**src/rtl/simon_pkg.sv**
```systemverilog
// Shared state codes, LFSR constants and sizing helper for the Simon Says engine.
package simon_pkg;

   typedef enum logic [2:0] {
      ST_IDLE     = 3'd0,
      ST_GEN      = 3'd1,
      ST_SHOW_ON  = 3'd2,
      ST_SHOW_OFF = 3'd3,
      ST_WAIT     = 3'd4,
      ST_WIN      = 3'd5,
      ST_LOSE     = 3'd6
   } state_t;

   // Fibonacci taps at bits 7,5,4,3
   localparam logic [7:0] LFSR_TAPS     = 8'hB8;
   localparam logic [7:0] ZERO_SEED_SUB = 8'hA5;

   function automatic int clog2(input int v);
      int r;
      r = 0;
      while ((1 << r) < v) r++;
      return r;
   endfunction

endpackage

```
**src/rtl/simon_lfsr.sv**
```systemverilog
// 8-bit Fibonacci LFSR with seed load; colour is taken from the post-step value.
module simon_lfsr
   import simon_pkg::*;
#(
   parameter int OUT_W = 2
) (
   input  logic             clk,
   input  logic             rst,
   input  logic             load,
   input  logic [7:0]       seed,
   input  logic             step,
   output logic [OUT_W-1:0] colour
);

   logic [7:0] q;
   logic [7:0] q_next;

   assign q_next = {q[6:0], ^(q & LFSR_TAPS)};
   assign colour = q_next[OUT_W-1:0];

   always_ff @(posedge clk) begin
      if (rst)
         q <= ZERO_SEED_SUB;
      else if (load)
         q <= (seed == 8'h00) ? ZERO_SEED_SUB : seed;
      else if (step)
         q <= q_next;
   end

endmodule

```
**src/rtl/simon_engine.sv**
```systemverilog
// Simon Says engine: LFSR-generated sequence, timed LED replay, press-by-press checking.
// Optional WAIT input timeout is built only when SIMON_TIMEOUT_EN is defined.
module simon_engine
   import simon_pkg::*;
#(
   parameter int NUM_COLOURS    = 4,
   parameter int MAX_LEN        = 16,
   parameter int ON_CYCLES      = 4,
   parameter int OFF_CYCLES     = 2,
   parameter int TIMEOUT_CYCLES = 1000
) (
   input  logic                           clk,
   input  logic                           rst,
   input  logic                           start,
   input  logic [7:0]                     seed,
   input  logic [NUM_COLOURS-1:0]         btn,
   output logic [NUM_COLOURS-1:0]         led,
   output logic [2:0]                     state,
   output logic [$clog2(MAX_LEN+1)-1:0]   round,
   output logic                           win,
   output logic                           lose
);

   localparam int CW = clog2(NUM_COLOURS);
   localparam int RW = $clog2(MAX_LEN + 1);
   localparam int AW = (MAX_LEN > 1) ? $clog2(MAX_LEN) : 1;
   localparam int SHOW_MAX = (ON_CYCLES > OFF_CYCLES) ? ON_CYCLES : OFF_CYCLES;
`ifdef SIMON_TIMEOUT_EN
   localparam int TMAX = (TIMEOUT_CYCLES > SHOW_MAX) ? TIMEOUT_CYCLES : SHOW_MAX;
`else
   localparam int TMAX = SHOW_MAX;
`endif
   localparam int TW = clog2(TMAX + 1);

   if ((NUM_COLOURS != 2 && NUM_COLOURS != 4 && NUM_COLOURS != 8) ||
       MAX_LEN < 1 || MAX_LEN > 32 || ON_CYCLES < 1 || OFF_CYCLES < 1 ||
       TIMEOUT_CYCLES < 1) begin : g_bad_params
      $error("simon_engine: illegal parameter set");
   end

   state_t                 st;
   logic [RW-1:0]          idx;
   logic [TW-1:0]          tmr;
   logic [NUM_COLOURS-1:0] btn_prev;
   logic [CW-1:0]          mem [MAX_LEN];
   logic [CW-1:0]          new_colour;
   logic [NUM_COLOURS-1:0] exp_oh;
   logic                   press;
   logic                   last;
   logic                   idle_like;

   assign idle_like = (st == ST_IDLE) || (st == ST_WIN) || (st == ST_LOSE);
   assign press     = (|btn) && (btn_prev == '0);
   assign last      = (idx + RW'(1)) == round;

   simon_lfsr #(.OUT_W(CW)) u_lfsr (
      .clk    (clk),
      .rst    (rst),
      .load   (idle_like && start),
      .seed   (seed),
      .step   (st == ST_GEN),
      .colour (new_colour)
   );

   // Sequence memory is deliberately left uncleared by reset.
   always_ff @(posedge clk) begin
      if (!rst && st == ST_GEN)
         mem[round[AW-1:0]] <= new_colour;
   end

   always_comb begin
      exp_oh = '0;
      exp_oh[mem[idx[AW-1:0]]] = 1'b1;
   end

   always_ff @(posedge clk) begin
      if (rst) begin
         st       <= ST_IDLE;
         round    <= '0;
         idx      <= '0;
         tmr      <= '0;
         btn_prev <= '0;
      end else begin
         btn_prev <= btn;
         case (st)
            ST_IDLE, ST_WIN, ST_LOSE: begin
               if (start) begin
                  round <= '0;
                  idx   <= '0;
                  st    <= ST_GEN;
               end
            end
            ST_GEN: begin
               round <= round + RW'(1);
               idx   <= '0;
               tmr   <= '0;
               st    <= ST_SHOW_ON;
            end
            ST_SHOW_ON: begin
               if (tmr == TW'(ON_CYCLES - 1)) begin
                  tmr <= '0;
                  st  <= ST_SHOW_OFF;
               end else begin
                  tmr <= tmr + TW'(1);
               end
            end
            ST_SHOW_OFF: begin
               if (tmr == TW'(OFF_CYCLES - 1)) begin
                  tmr <= '0;
                  if (last) begin
                     idx <= '0;
                     st  <= ST_WAIT;
                  end else begin
                     idx <= idx + RW'(1);
                     st  <= ST_SHOW_ON;
                  end
               end else begin
                  tmr <= tmr + TW'(1);
               end
            end
            ST_WAIT: begin
               // exp_oh is always one-hot, so inequality also rejects multi-button chords
               if (press) begin
                  if (btn != exp_oh)
                     st <= ST_LOSE;
                  else if (last)
                     st <= (round == RW'(MAX_LEN)) ? ST_WIN : ST_GEN;
                  else begin
                     idx <= idx + RW'(1);
                     tmr <= '0;
                  end
               end
`ifdef SIMON_TIMEOUT_EN
               else if (tmr == TW'(TIMEOUT_CYCLES - 1))
                  st <= ST_LOSE;
               else
                  tmr <= tmr + TW'(1);
`endif
            end
            default: st <= ST_IDLE;
         endcase
      end
   end

   always_comb begin
      led = '0;
      case (st)
         ST_SHOW_ON: led = exp_oh;
         ST_WAIT:    led = btn;
         default:    led = '0;
      endcase
   end

   assign state = st;
   assign win   = (st == ST_WIN);
   assign lose  = (st == ST_LOSE);

endmodule

```
**config.mk**
```make
export PLATFORM = sky130hd
export DESIGN_NAME = simon_engine
export DESIGN_NICKNAME = d
export VERILOG_FILES = /design/src/rtl/simon_pkg.sv /design/src/rtl/simon_lfsr.sv /design/src/rtl/simon_engine.sv
export SDC_FILE = /design/constraint.sdc
export NUM_CORES = 1
export LEC_CHECK = 0
export CAP_MARGIN = 25
export CORE_MARGIN = 4
export CORE_UTILIZATION = 45
export CTS_CLUSTER_SIZE = 30
export DETAILED_ROUTE_END_ITERATION = 12
export GPL_ROUTABILITY_DRIVEN = 0
export GPL_TIMING_DRIVEN = 0
export PLACE_DENSITY = 0.67
export SLEW_MARGIN = 10
export SYNTH_ARGS = -nofsm -noshare
export SYNTH_HDL_FRONTEND = slang
export SYNTH_SLANG_ARGS = --single-unit
```
**constraint.sdc**
```tcl
create_clock -name clk -period 2.94 [get_ports clk]
set_input_delay 0.735 -clock clk [delete_from_list [all_inputs] [get_ports clk]]
set_output_delay 0.735 -clock clk [all_outputs]
set_load 0.01 [all_outputs]
```
==> Word level (Yosys, flattened, before mapping) <==
Memories as Yosys holds them, arrays and structs flattened. A register that Yosys moved wholly into a read port is not among the register bits.
Cells that the tools add are included.
{ "totals": {"ff_bits": 28, "latchBits": 0, "ramBits": 32, "rom_bits": 0, "inputBits": 15, "output_inout_bits": 14, "wordCells": 84, "mem_count": 1} }
{ "op_classes": {"add_sub_neg": 3, "mul": 0, "div": 0, "n_lt_le_gt_ge": 2, "n_eq_ne": 18, "shift": 0, "muxes": 33, "n_bitwise": 0, "reduce_logical": 21} }
{ "memory_table": {"columns": ["memory", "depth", "word_bits", "read_ports", "rd_ports_with_merged_regs", "write_ports", "line_no", "source"], "rows": [
  ["mem", 16, 2, 1, 1, 1, "simon_engine.sv:45", "logic [CW-1:0] mem [MAX_LEN];"]
]} }
{ "op_table": {"columns": ["cell", "count"], "rows": [
  ["$mux 3", 13],
  ["$mux 5", 6],
  ["$mux 8", 3],
  ["$pmux 5 s4", 1],
  ["$pmux 3 s5", 1],
  ["$ne 2x2->1 const B", 6],
  ["$pmux 3 s4", 1],
  ["$add 5x1->5 const B", 2],
  ["$pmux 5 s2", 1],
  ["$eq 3x2->1 const B", 3],
  ["$eq 3x3->1 const B", 3],
  ["$logic_not 8->1", 1],
  ["$mux 4", 2],
  ["$pmux 4 s2", 1],
  ["$reduce_bool 4->1", 2],
  ["$reduce_xor 8->1", 1],
  ["$eq 3x1->1 const B", 2],
  ["$reduce_and 6->1", 1],
  ["$eq 5x5->1", 1],
  ["$eq 5x5->1 const B", 1],
  ["$reduce_and 5->1", 1],
  ["$logic_and 1x1->1", 4],
  ["$logic_not 4->1", 1],
  ["$ne 4x4->1", 1],
  ["other kinds (14)", 18]
]} }

==> Longest topological paths before layout <==
Gate-level depths: netlist of the first run.
{ "depth": {"word_depth": 10, "depth_mapped": 8, "mapped_depth_nobuf": 8} }

==> Cells and area by module <==
From an unflattened synthesis of the first run, not the netlist that was laid out.
{ "hier_totals": {"hier_cells": 318, "hier_area_um2": 3408.3} }
{ "by_module_without_submodules": {"columns": ["mod", "n_inst", "cells_each", "area_each_um2", "seq_area_each_um2"], "rows": [
  ["simon_engine", 1, 267, 2965.3, 1441.4],
  ["simon_lfsr", 1, 51, 442.9, 160.2]
]} }

==> Worst setup path after synthesis of the first run <==
OpenSTA, ideal clock, no wires.
{ "synth_path": {"kind": "reg2out", "startpoint": "register (tool-made name)", "endpoint": "output port led[0]", "arrival_ns": 2.032, "required_ns": 2.205, "setup_slack_ns": 0.173, "path_stages_with_launch": 8, "n_path_buf": 1, "cell_sequence": "dfxtp_1 > buf_4 > mux4_2 > a22o_1 > a41oi_1 > nand2_1 > or3_1 > a21oi_1"} }
{ "synth_rtl": {"columns": ["element", "line_no", "source"], "rows": [
  ["to (decl)", "simon_engine.sv:17", "output logic [NUM_COLOURS-1:0] led,"]
]} }

==> results of run 1 <==
per-layer routing:
metal	global-route usage (%)	wire, microns
met2	30.3	3760
met5	0	0
met4	6.01	97
met3	5.45	437
met1	25.3	3610
through the flow:
stage / hold slack (ns) / setup TNS [ns] / setup slack [ns]
floorplan: 0.455 / 0 / 0.173
global placement: 0.471 / -1.83 / -0.493
detailed placement: 0.469 / -1.85 / -0.500
CTS: 0.480 / -0.877 / -0.292
global route: 0.522 / -1.08 / -0.341
finish: 0.479 / -0.728 / -0.239
power by group through the flow:
stage	registers [mW]	logic, mW	clock network, mW
after floorplan	1.28	0.752	0
after detailed placement	1.30	1.12	0
final	1.28	1.17	0.710
after global placement	1.30	1.05	0
after CTS	1.28	1.15	0.726
after global routing	1.30	1.30	0.769
critical path: stages (launching register included):
cell	delay, ns
dfxtp_2	0.33
buf_6	0.12
buf_4	0.11
mux4_2	0.51
o22ai_4	0.23
buf_6	0.13
nor2_2	0.04
or3_1	0.36
a21oi_1	0.14
buf_2	0.14
cell families (layout without fill, tap and decap cells):
logic type,Yosys count,after routing,share of synthesized area [%]
multiplexers,13,13,6.66
flip-flops,64,64,46.9
buffers and inverters,28,82,3.73
AND/OR/NAND/NOR,141,141,20.5
XOR/XNOR,9,9,2.31
adder cells (fa/ha/maj),10,10,3.66
AO/OA/AOI/OAI,77,77,16.2
path summary, 6_finish.rpt:
check	end	from	slack, ns
setup / recovery	led[1]	flop	-0.24
hold / removal	u_lfsr.q[3]$_SDFFE_PP0P_	u_lfsr.q[2]$_SDFFE_PP1P_	0.48
setup reg to reg	flop	flop	0.08
hold reg to reg	u_lfsr.q[3]$_SDFFE_PP0P_	u_lfsr.q[2]$_SDFFE_PP1P_	0.48
flip-flops by register name, indices dropped and copies added (netlist names), named ones only:
signal	count
btn_prev	4
idx	5
mem	32
round	5
state	3
tmr	3
u_lfsr.q	8
cells in the mapped netlist, drive strengths merged, types with 7 or more instances:
cell / number
mux4: 7
nor2: 40
ha: 10
dfxtp: 32
edfxtp: 32
a21oi: 24
o21ai: 15
inv: 12
nor2b: 11
nand2: 37
nand3: 8
nor3: 8
or3: 8
clkbuf: 10
layout make-up:
class                           count  area [sq um]  share of cell area [%]
Clock inverter                      5          47.5                    1.15
Clock buffer                       11           131                    3.19
Buffer                             15          83.8                    2.03
Tap cell                           99           124                    3.00
Multi-Input combinational cell    250          1750                    42.3
Timing Repair Buffer               38           339                    8.22
Inverter                           13          48.8                    1.18
Sequential cell                    64          1600                    38.9
timing repair:
action,in CTS,in global routing
pin swaps,9,4
buffers inserted,6,3
hold buffers,0,0
gates resized for setup,27,6
endpoints found under the setup margin,5,5
==> results.tsv, run 1 <==
metric	value	unit
outcome	finished, violations left	
failing checks	negative setup slack	
PnR worst setup slack	-0.239	ns
Vias	2688	
H-Tree Depth	3	
Mapped Nets	367	
NetSw	1.14	mW
Clk network pwr share	22.4	%
post-place instance area	0.00383	sq mm
critical path arrival	2.44	ns
# clock sinks	64	
Inserted Clock Buffers	9	
Worst Setup End Kind	output port	
final slew viol count	0	
commonest non-fill, non-tap cells in the layout	39 x nor2_1, 37 x nand2_1, 32 x edfxtp_1, 31 x dfxtp_1, 24 x clkdlybuf4s50_1	
vias in the first global route	2657	
RSZ-0062 raised after global routing	true	
WP data required	2.20	ns
IO Pins	29	
DP HPWL	5740	microns
WS Path Type	reg -> out	
initial antenna violation count	0	
Startpoint Class	flop	
Tightest Hold Check Type	reg -> reg	
# DRC	0	
final setup violation count	4	
post-synth top area share	28.1	%
most common cell after layout, fill and taps aside	nor2_1	
# Max-Cap Violations	0	
port buffer count	28	
worst rel slew slack	58.2	%
Total Power	3.17	mW
Worst Max-Slew Pin Slew	0.624	ns
Net count, final	416	
Syn Area/Cell	9.99	sq um
WL per Instance	16.0	microns
Async S/R FF share, synth	0	%
dominant synthesized flop cell	edfxtp_1	
fin crit share	108	%
first-pass GRT wire length	13100	microns
root buffer cell	clkbuf_8	
Post-Syn Instances	342	
combinational power share	37.1	%
dpl cells	470	
DR pass1 iterations	4	
Post-synth EDFFs	32	
post-route minimum period	3.18	ns
PD cells	768	mW/mm^2
R2R depth	10	
clk slew on worst S/H paths	0.07	ns
power share of the sequential group	40.5	%
Final Util	56.2	%
clock skew	0.0100	ns
Hold Vio Cnt, Final	0	
Yosys warnings	0	
distinct cell type count of the synthesized netlist	60	
total global-route track usage	19.1	%
CP max FO	5	
remaining antenna violation count	0	
share of cells above drive strength 1	16.7	%
pin count of the biggest net entering global routing	19	
Synth Register Bits	64	
n_diodes	0	
clk buf depth	2	
Die Span Y	95.1	microns
via/cell ratio	5.43	
total die area	0.00905	sq mm
Detailed Route WL	7910	microns
clk_lat worst skew	0.35	ns
Seq/Total Area, Yosys	46.9	%
Die X	95.1	microns
cell row count	31	
Peak VDD IR	0.000353	V
Initial Util	46.6	%
DRT iter0 DRCs	235	
cell internal pwr	2.03	mW
Area growth syn-to-layout	20.7	%
fraction of power spent switching nets	36.0	%
CTS tree	yes	
final cell count without fillers	495	
Placeable Area	0.00733	sq mm
P_leak	1.41	nW
Cell Area, Synth	0.00342	sq mm
FMAX	315	MHz
Synth area leaders	edfxtp_1 28%, dfxtp_1 19%, nor2_1 4.4%	
post-route cell area	0.00412	sq mm
leading area contributor after synthesis	edfxtp_1	
GR Overflow Total	0	
Fill cells	649	
hold path depth	2	
(Power assumes the default switching activity.)
==> run 2, diff against run 1 <==
--- a/config.mk
+++ b/config.mk
@@ -5,14 +5,15 @@
 export SDC_FILE = /design/constraint.sdc
 export NUM_CORES = 1
 export LEC_CHECK = 0
+export ABC_AREA = 1
 export CAP_MARGIN = 25
 export CORE_MARGIN = 4
-export CORE_UTILIZATION = 45
+export CORE_UTILIZATION = 55
 export CTS_CLUSTER_SIZE = 30
 export DETAILED_ROUTE_END_ITERATION = 12
 export GPL_ROUTABILITY_DRIVEN = 0
 export GPL_TIMING_DRIVEN = 0
-export PLACE_DENSITY = 0.67
+export PLACE_DENSITY = 0.78
 export SLEW_MARGIN = 10
 export SYNTH_ARGS = -nofsm -noshare
 export SYNTH_HDL_FRONTEND = slang
==> run 2 against run 1 <==
Effect of this change:
- the flow now finishes without violations
- combinational power rose by 38%
- hold slack improved by 0.0041 ns
- critical endpoint unchanged
- power rose by 20%
- largest power group is now combinational cells
==> results.tsv, run 2 <==
metric	value	unit
Fill cells	512	
top cell family by delay on the critical path	buffers and inverters	
HP Start	u_lfsr.q[1]$_SDFFE_PP0P_	
clk_lat worst skew	0.34	ns
Placeable Area	0.00592	sq mm
root buffer cell	clkbuf_8	
Startpoint Class	flop	
most common cell after layout, fill and taps aside	nand2_1	
critical path arrival	2.01	ns
GR Overflow Total	0	
Tightest Hold Check Type	reg -> reg	
clock skew	0.00957	ns
DRT iter0 DRCs	210	
Synth Register Bits	64	
Total Power	3.80	mW
# Max-Cap Violations	0	
final setup violation count	0	
Async S/R FF share, synth	0	%
post-synth top area share	28.7	%
total die area	0.00739	sq mm
PD cells	968	mW/mm^2
distinct cell type count of the synthesized netlist	32	
IO Pins	29	
Die X	86.0	microns
P_leak	1.71	nW
Syn Area/Cell	7.72	sq um
Initial Util	56.5	%
Worst Max-Slew Pin Slew	0.734	ns
pin count of the biggest net entering global routing	19	
post-route minimum period	2.74	ns
Yosys warnings	0	
slowest library cell on the worst path	dfxtp_1	
CTS tree	yes	
leading area contributor after synthesis	edfxtp_1	
Area growth syn-to-layout	17.4	%
cell mode on critical path	nand3_1	
n_diodes	0	
Multi-input gate area	0.00145	sq mm
Cell Area, Synth	0.00334	sq mm
initial antenna violation count	0	
flop2flop setup slack	0.67	ns
setup TNS	0	ns
hold path depth	2	
CP max FO	10	
total global-route track usage	21.6	%
DR pass1 iterations	5	
port buffer count	27	
# DRC	0	
Worst Setup End Kind	output port	
top cells by count, synth	118 x nand2_1, 62 x inv_1, 51 x nor2_1	
Synth area leaders	edfxtp_1 29%, dfxtp_1 19%, nand2_1 13%	
cell row count	28	
top-count cell post-synth	nand2_1	
first-pass GRT wire length	12600	microns
Vias	2900	
share of cells above drive strength 1	8.19	%
RSZ-0062 raised after global routing	false	
Hold Vio Cnt, Final	0	
final slew viol count	0	
# clock sinks	64	
DP HPWL	5180	microns
Detailed Route WL	7150	microns
Peak VDD IR	0.000530	V
Hold Path Sink	u_lfsr.q[1]$_SDFFE_PP0P_	
Inserted Clock Buffers	9	
outcome	finished, final reports clean	
via/cell ratio	5.26	
Net count, final	496	
WP data required	2.20	ns
Hold-fix buffers, CTS	0	
Seq/Total Area, Yosys	47.9	%
clk buf depth	2	
WL per Instance	13.0	microns
commonest non-fill, non-tap cells in the layout	118 x nand2_1, 61 x inv_1, 50 x nor2_1, 40 x nand3_1	
fin crit share	93.3	%
Post-synth EDFFs	32	
R2R depth	10	
largest stage delay on the critical path	0.31	ns
H-Tree Depth	3	
Reg2Reg Launch Point	idx[0]$_SDFFE_PP0P_	
clk slew on worst S/H paths	0.07	ns
critical path, cell by cell	buf_6 -> inv_6 -> buf_6 -> nand2_1 -> nand3_1 -> nand3_1 -> nand3_1 -> nand2_2 -> inv_2 -> nand2_1 -> o22ai_1 -> dlygate4sd2_1	
CP bufs+invs	5	
worst rel slew slack	50.8	%
Die Span Y	86.0	microns
FMAX	365	MHz
Post-CTS Setup Repair Bufs	0	
WS Path Type	reg -> out	
register area	0.00160	sq mm
Post-Syn Instances	433	
dominant synthesized flop cell	edfxtp_1	
vias in the first global route	2834	
Mapped Nets	458	
remaining antenna violation count	0	
number of flip-flops in the largest register	32	
-- run 2: changes by cell type in the layout (fill, tap and decap cells not counted), sizes merged, moves of 7 or more --
| cell | change |
|---|---|
| nand2 | +86 |
| inv | +53 |
| nand3 | +32 |
| nor2 | +17 |
| buf | -14 |
| nor2b | -11 |
| or3 | -8 |
| mux4 | -7 |
-- run 2: final cells by class --
type	instances	share of cell area (%)
sequential	64	40.8
buffer	9	1.50
multi-input combinational	295	37.0
clock inverter	4	1.79
tap	75	2.39
clock buffer	12	3.44
inverter	65	6.34
timing repair buffer	27	6.76
-- run 2: worst reg2reg max path: stages (launching register included) --
cell and delay [ns]:
dfxtp_1 0.44, ha_1 0.23, nand3_1 0.11, xor2_1 0.24
nand2_1 0.08, and3_1 0.23, o21ai_0 0.45, nand2_1 0.11
nand3_1 0.10, nand2_1 0.08, nor2_1 0.14
-- run 2: worst max-delay path by stage --
| stage | end | slack, ns | depth (start not counted) |
|---|---|---|---|
| final | led[1] | 0.20 | 12 |
| after global routing | led[1] | 0.06 | 12 |
| after CTS | led[2] | 0.16 | 12 |
| after detailed placement | led[2] | 0.09 | 4 |
| after global placement | led[0] | 0.16 | 4 |
| after floorplan | led[0] | 0.94 | 11 |
-- run 2: logic make-up after synthesis --
| kind of cell | after synthesis | share of synthesized area (%) |
|---|---|---|
| simple gates | 234 | 29.7 |
| buf+inv | 74 | 9.20 |
| flops | 64 | 47.9 |
| xor+xnor | 8 | 2.09 |
| compound gates | 43 | 7.37 |
| fa+ha+maj | 10 | 3.74 |
-- run 2: timing repair --
| item | CTS | global route |
|---|---|---|
| endpoints found under the setup margin | 4 | 1 |
| endpoints found under the hold margin | 0 | 0 |
| gates resized for setup | 6 | 1 |
| pin swaps | 0 | 0 |
-- run 2: per-layer routing --
metal / up-vias / part of all wire [%] / global-route usage, %
li1: 1462 / - / -
met2: 118 / 47 / 33.8
met5: - / 0 / 0
met4: 0 / 2.3 / 12.1
met3: 14 / 6.1 / 4.23
met1: 1306 / 44 / 27.8
-- run 2: power by group --
group,internal [mW],total [mW],switching (mW),leakage (nW)
clock network,0.476,0.793,0.318,0.104
logic,0.577,1.61,1.04,1.06
registers,1.23,1.39,0.161,0.549
-- run 2: per-stage QoR --
step                cell area, sq um  hold WS (ns)  instances  utilization (%)  setup WS (ns)
floorplan                       3340         0.446        433                -          0.942
global placement                3710         0.460        535             62.6          0.161
detailed placement              3720         0.471        535             62.8         0.0946
CTS                             3920         0.487        551             66.2          0.158
global route                    3930         0.507        551             66.3         0.0597
finish                          3930         0.484        551             66.3          0.197
